--- config.mk ---
export PLATFORM = sky130hd
export DESIGN_NAME = comparator_8b_flat
export DESIGN_NICKNAME = d
export VERILOG_FILES = /design/src/rtl/comparator_8b_if.sv /design/src/rtl/comparator_8b.sv /design/src/flat_wrapper.sv
export SDC_FILE = /design/constraint.sdc
export NUM_CORES = 1
export LEC_CHECK = 0
export CORE_AREA = 2 2 39 41
export CTS_CLUSTER_SIZE = 16
export DETAILED_ROUTE_END_ITERATION = 12
export DIE_AREA = 0 0 41 43
export HOLD_SLACK_MARGIN = 0.06
export SYNTH_ARGS = -nofsm -noshare
export SYNTH_HDL_FRONTEND = slang
export SYNTH_SLANG_ARGS = --single-unit
--- constraint.sdc ---
create_clock -name clk -period 0.9 [get_ports clk]
set_input_delay 0.225 -clock clk [delete_from_list [all_inputs] [get_ports clk]]
set_output_delay 0.225 -clock clk [all_outputs]
set_load 0.01 [all_outputs]
--- src/rtl/comparator_8b_if.sv ---
`default_nettype none
// ============================================================================
//  Module      : comparator_8b_if
//  Description : Operand/result bundle for the registered magnitude comparator.
//                master drives operands and reads results; slave is the
//                comparator side.
//  Signals     : A, B         operands
//                in_valid     operands (and signed_mode) sampled when 1
//                signed_mode  0 = unsigned, 1 = two's-complement
//                A_gt_B/A_eq_B/A_lt_B  registered one-hot result flags
//                out_valid    one-cycle strobe marking a fresh result
//  Revision    : 1.0 - initial release
// ============================================================================
interface comparator_8b_if #(
    parameter int WIDTH = 8
);
    logic [WIDTH-1:0] A;
    logic [WIDTH-1:0] B;
    logic             in_valid;
    logic             signed_mode;
    logic             A_gt_B;
    logic             A_eq_B;
    logic             A_lt_B;
    logic             out_valid;

    modport master (
        output A, B, in_valid, signed_mode,
        input  A_gt_B, A_eq_B, A_lt_B, out_valid
    );

    modport slave (
        input  A, B, in_valid, signed_mode,
        output A_gt_B, A_eq_B, A_lt_B, out_valid
    );
endinterface
`default_nettype wire

--- src/rtl/comparator_8b.sv ---
`default_nettype none
// ============================================================================
//  Module      : comparator_8b
//  Description : Magnitude comparator with registered one-hot result flags and
//                a one-cycle valid strobe. Unsigned or signed per transaction.
//  Ports       : clk    rising-edge clock
//                rst_n  asynchronous active-low reset
//                bus    comparator_8b_if.slave (operands in, flags out)
//  Revision    : 1.0 - initial release
// ============================================================================
module comparator_8b #(
    parameter int WIDTH = 8
) (
    input  wire logic         clk,
    input  wire logic         rst_n,
    comparator_8b_if.slave    bus
);

    localparam int c_HALF = WIDTH / 2;

    // Flipping the sign bit maps -128..127 onto 0..255 monotonically, so a
    // plain unsigned compare then gives the signed ordering. Equality is
    // unaffected because both operands get the same flip.
    logic [WIDTH-1:0] w_a;
    logic [WIDTH-1:0] w_b;

    assign w_a = {bus.A[WIDTH-1] ^ bus.signed_mode, bus.A[WIDTH-2:0]};
    assign w_b = {bus.B[WIDTH-1] ^ bus.signed_mode, bus.B[WIDTH-2:0]};

    // Per-nibble compare: index 1 is the high nibble, index 0 the low one.
    logic [1:0] w_part_gt;
    logic [1:0] w_part_eq;

    for (genvar g = 0; g < 2; g++) begin : g_stage
        assign w_part_gt[g] = (w_a[g*c_HALF +: c_HALF] >  w_b[g*c_HALF +: c_HALF]);
        assign w_part_eq[g] = (w_a[g*c_HALF +: c_HALF] == w_b[g*c_HALF +: c_HALF]);
    end

    // High nibble decides unless it ties; then the low nibble decides.
    logic w_gt;
    logic w_eq;
    logic w_lt;

    assign w_gt = w_part_gt[1] | (w_part_eq[1] & w_part_gt[0]);
    assign w_eq = w_part_eq[1] & w_part_eq[0];
    assign w_lt = ~w_gt & ~w_eq;

    logic r_gt;
    logic r_eq;
    logic r_lt;
    logic r_valid;

    // Flags load only on a valid sample, so idle (possibly X) operands never
    // reach the registers.
    always_ff @(posedge clk or negedge rst_n) begin
        if (!rst_n) begin
            r_gt    <= 1'b0;
            r_eq    <= 1'b0;
            r_lt    <= 1'b0;
            r_valid <= 1'b0;
        end else begin
            r_valid <= bus.in_valid;
            if (bus.in_valid) begin
                r_gt <= w_gt;
                r_eq <= w_eq;
                r_lt <= w_lt;
            end
        end
    end

    assign bus.A_gt_B    = r_gt;
    assign bus.A_eq_B    = r_eq;
    assign bus.A_lt_B    = r_lt;
    assign bus.out_valid = r_valid;

endmodule
`default_nettype wire

--- src/flat_wrapper.sv ---
// flat-port wrapper written by rule: the top's interface ports become plain ports
module comparator_8b_flat 
#(
    parameter int WIDTH = 8
)
  (clk, rst_n, bus_A, bus_B, bus_in_valid, bus_signed_mode, bus_A_gt_B, bus_A_eq_B, bus_A_lt_B, bus_out_valid);
  comparator_8b_if #(.WIDTH(WIDTH)) bus_i ();
  input  wire logic clk;
  input  wire logic rst_n;
  input wire logic [$bits(bus_i.A)-1:0] bus_A;
  input wire logic [$bits(bus_i.B)-1:0] bus_B;
  input wire logic [$bits(bus_i.in_valid)-1:0] bus_in_valid;
  input wire logic [$bits(bus_i.signed_mode)-1:0] bus_signed_mode;
  output wire logic [$bits(bus_i.A_gt_B)-1:0] bus_A_gt_B;
  output wire logic [$bits(bus_i.A_eq_B)-1:0] bus_A_eq_B;
  output wire logic [$bits(bus_i.A_lt_B)-1:0] bus_A_lt_B;
  output wire logic [$bits(bus_i.out_valid)-1:0] bus_out_valid;
  assign bus_i.A = bus_A;
  assign bus_i.B = bus_B;
  assign bus_i.in_valid = bus_in_valid;
  assign bus_i.signed_mode = bus_signed_mode;
  assign bus_A_gt_B = bus_i.A_gt_B;
  assign bus_A_eq_B = bus_i.A_eq_B;
  assign bus_A_lt_B = bus_i.A_lt_B;
  assign bus_out_valid = bus_i.out_valid;
  comparator_8b #(.WIDTH(WIDTH)) u_core (.clk(clk), .rst_n(rst_n), .bus(bus_i));
endmodule
Word-level counts from Yosys, hierarchy flattened

Index checks and enable logic that the tools add are counted.

Bits of input ports: 20
Output and inout bits: 4
Register bits after elaboration: 4
Logic and storage cells: 16

Bitwise operators: 8
Magnitude comparators: 2
Equality and inequality tests: 2

Operators with widths:

| cell          | count |
|---|---|
| $eq A4 B4 Y1  | 2 |
| $gt A4 B4 Y1  | 2 |
| $and A1 B1 Y1 | 3 |
| $not A1 Y1    | 2 |
| $xor A1 B1 Y1 | 2 |
| $or A1 B1 Y1  | 1 |

Depth between registers and ports, before layout

Depth in word-level cells: 6
Mapped depth: 6
Depth with buffers taken out: 6

Least setup slack after synthesis

Ideal clock, no wire load.

Kind: input to register
From: in bus_signed_mode
To: reg u_core.r_gt, in the netlist u_core.bus.A_gt_B
Setup time: 0.120 ns
Cell stages on the path: 6
Slack: -0.539 ns
Path buffers: 0
Required time: 0.780 ns
Data arrival time: 1.319 ns
Cells stage by stage: xor2_1 > ha_1 > and4_4 > a211oi_2 > o21ai_1 > a31o_1

Word-level cells in the longest chain between the ends: 4
Elaborated cells on any way between the ends: 6
Classes of those cells: order compare: 1; eq/ne: 1; bitwise: 4

Ends and longest elaborated chain:

| element                                                              | RTL line            | text |
|---|---|---|
| start, declared                                                      | flat_wrapper.sv:13  | `input wire logic [$bits(bus_i.signed_mode)-1:0] bus_signed_mode;` |
| parallel branches: the longest is 3 deep, another holds $gt A4 B4 Y1 | -                   |  |
| $or A1 B1 Y1 *                                                       | comparator_8b.sv:44 | `assign w_gt = w_part_gt[1] \| (w_part_eq[1] & w_part_gt[0]);` |
| end signal, assigned                                                 | comparator_8b.sv:64 | `r_gt <= w_gt;` |
| end, declared                                                        | comparator_8b.sv:48 | `logic r_gt;` |

Every way passes the cells marked *.
A chain may end at the register's enable or synchronous reset.

Worst setup path after layout

From: in bus_A[7]
To: reg u_core.r_gt, in the netlist u_core.bus.A_gt_B

Word-level cells in the longest chain between the ends: 4
Elaborated cells on any way between the ends: 5
Classes of those cells: order compare: 1; eq/ne: 1; bitwise: 3

Ends and longest elaborated chain:

| element                                                              | RTL line            | text |
|---|---|---|
| start, declared                                                      | flat_wrapper.sv:10  | `input wire logic [$bits(bus_i.A)-1:0] bus_A;` |
| $xor A1 B1 Y1 *                                                      | comparator_8b.sv:27 | `assign w_a = {bus.A[WIDTH-1] ^ bus.signed_mode, bus.A[WIDTH-2:0]};` |
| parallel branches: the longest is 2 deep, another holds $gt A4 B4 Y1 | -                   |  |
| $or A1 B1 Y1 *                                                       | comparator_8b.sv:44 |  |

Marked as above.

==> summary.md <==
| Metric | Value |
|---|---|
| Syn_nets | 69 |
| Hpwl dp | 630 µm |
| GRT overflow | 0 |
| Fraction of layout cells with a size suffix above 1 | 38.6% |
| Yosys warns | 0 |
| Cell Area, Synth | 365 µm² |
| Final instance area | 707 µm² |
| Seq cells post-synth | 4 |
| Mapped Cells | 41 |
| Reg area | around 100 µm² |
| Number of distinct library cells after synthesis | 17 |
| Placed Area | 622 µm² |
| # IOs | 24 |
| Final setup viols | 7 |
| Remaining DRCs | 0 |
| Buffers on Ports | 23 |
| First DRT Iteration DRCs | 0 |
| Power Density | 1060 nW/µm² |
| Cells after DPL | 80 |
| H-tree levels | 1 |
| CTS Sinks | 4 |
| Critical Path Source Type | primary input |
| CP endpoint kind | flop |
| Total power | 0.752 mW |
| Slew HR | a little over four fifths |
| First-pass GRT wire length | 1400 µm |
| Initial core utilization | 26.4% |
| Pleak | 0.342 nW |
| DRT antenna net count | 0 |
| Largest net degree at the start of global routing | 8 |
| Max-Cap Viols | 0 |
| GRT Total Usage | 11.5% |
| Core Area | 1380 µm² |
| Synthesis-to-layout area growth | 93.5% |
| Largest fanout on the critical path | 2 |
| Clk slew on worst S/H paths | 0.04 ns |
| Hold Fails Final Rpt | 0 |
| Status | finished, violations left |
| Ratio of final minimum period to clock period | 140% |
| Antenna violations before repair | 0 |
| Worst-case clock skew | 0 ns |
| Seq/Total Area, Yosys | 27.4% |
| Clock tree buffer depth | 2 |
| Wire per inst | 9.31 µm |
| Final Max Tran Viols | 0 |
| TritonCTS clock tree | done |
| Root Driver | clkbuf_4 |
| Worst-margin pin slew | about 0.24 ns |
| Min-delay worst type | in2async |
| Fill count | ~150 |
| GP Congestion | 0.727 |
| Via total after detailed routing | 376 |
| FP Rows | 14 |
| Detailed Routing Iterations Pass 1 | 1 |
| Die Span Y | 43 µm |
| CP Data Required Time | 1.02 ns |
| Worst skew pair latency | 0.23 ns |
| Final Non-Filler Cells | 86 |
| Fin crit period | around 1.3 ns |
| Max VDD drop | 0.000550 V |
| Commonest non-fill, non-tap cell in the layout | dlygate4sd2_1 |
| RSZ-0062 raised after global routing | yes |
| Synth Area per Inst | 8.91 µm² |
| Final setup margin | -0.364 ns |
| Die Area | 1760 µm² |
| TNS Setup | -1.04 ns |
| Multi-input gate area | roughly 300 µm² |
| Die W | approximately 41 µm |
| Vias per inst | 4.37 |
| Vias in the first global route | 412 |
| TritonCTS buffer count | 3 |
| # diodes | 0 |
| Worst EP arrival | 1.38 ns |
| Worst hold slack | 0.192 ns |
| Drt total wl | about 800 µm |
| WS Path Type | in2reg |
| Most frequent cells in the layout | dlygate4sd2_1, inv_1, buf_6 |
| Max Freq | approximately 790 MHz |
| Failing checks | setup timing |
| Total Nets Final | 100 |
[what timing repair did]
| item | in CTS | in global routing |
|---|---|---|
| buffers inserted | 3 | 0 |
| gates resized for setup | 54 | 4 |
| hold buffers | 0 | 0 |
| endpoints found under the setup margin | 7 | 7 |
| pin swaps | 15 | 6 |
[synthesized netlist by cell type]
| cell type | count | area (µm²) |
|---|---|---|
| a211oi_2 | 1 | 12.5 |
| a21oi_1 | 3 | 15.0 |
| a31o_1 | 1 | 8.76 |
| a31oi_1 | 1 | 6.26 |
| and4_1 | 1 | 8.76 |
| and4_4 | 1 | 11.3 |
| dfrtp_1 | 4 | 100 |
| ha_1 | 8 | 100 |
| inv_1 | 10 | 37.5 |
| nand2_1 | 2 | 7.51 |
| nand3_1 | 2 | 10.0 |
| nor2b_1 | 1 | 6.26 |
| o21ai_0 | 2 | 10.0 |
| o21ai_1 | 1 | 5.00 |
| o221ai_1 | 1 | 8.76 |
| xnor2_1 | 1 | 8.76 |
| xor2_1 | 1 | 8.76 |
[critical path, stage by stage]
cell and delay (ns):
buf_6 0.09, xor2_1 0.15, ha_1 0.30, and4_4 0.23, buf_6 0.10, o221ai_2 0.08
a31o_1 0.21
[kinds of logic (layout without fill, tap and decap cells)]
| logic type | count (synthesis) | in the layout | share of synthesized area, % |
|---|---|---|---|
| compound gates | 10 | 10 | 18.1 |
| xor+xnor | 2 | 2 | 4.80 |
| flops | 4 | 4 | 27.4 |
| simple gates | 7 | 7 | 12.0 |
| fa+ha+maj | 8 | 8 | 27.4 |
| buf+inv | 10 | 39 | 10.3 |
[final cells by class]
| class | instances | share of cell area (%) |
|---|---|---|
| multi-input combinational | 27 | 42.5 |
| timing repair buffer | 26 | 32.0 |
| sequential | 4 | 14.2 |
| inverter | 10 | 5.31 |
| clock buffer | 3 | 3.19 |
| tap | 16 | 2.83 |
[metrics by stage]
stage	utilization (%)	setup slack, ns
after global routing	51.1	-0.410
after detailed placement	44.9	-0.979
final	51.1	-0.364
after floorplan	-	-0.440
after global placement	44.9	-0.965
after CTS	49.5	-0.419
[per-layer routing]
layer | wire [µm] | vias to the layer above | GRT usage [%]
met5 | 0 | - | 0
met4 | 0 | 0 | 4.00
met3 | 86 | 0 | 3.14
met2 | 392 | 18 | 18.4
met1 | 322 | 157 | 13.9
li1 | - | 201 | -
[final timing paths]
check | to | slack [ns] | start | cells after the start
max | u_core.bus.A_gt_B | -0.36 | bus_A[7] | 7
min reg2reg | u_core.bus.A_eq_B | 0.50 | u_core.bus.A_eq_B | 2
min in group clk | u_core.bus.A_eq_B | 0.50 | u_core.bus.A_eq_B | 2
max reg2reg | u_core.bus.A_gt_B | 0.12 | u_core.bus.A_gt_B | 2
max in group asynchronous | u_core.bus.A_eq_B | 0.54 | rst_n | 1
min | u_core.bus.A_gt_B | 0.19 | rst_n | 1
[sequential cells by signal, summed over array words and instances (netlist names)]
signal,count
u_core.bus.A_lt_B,1
u_core.bus.A_eq_B,1
u_core.bus.out_valid,1
u_core.bus.A_gt_B,1
[report_power, final]
group / switching [mW] / total [mW] / leakage (nW) / internal (mW)
Clock: 0.0734 / 0.223 / 0.0138 / 0.149
Sequential: 0.00818 / 0.211 / 0.0489 / 0.202
Combinational: 0.131 / 0.319 / 0.279 / 0.188
(Power assumes the default switching activity.)
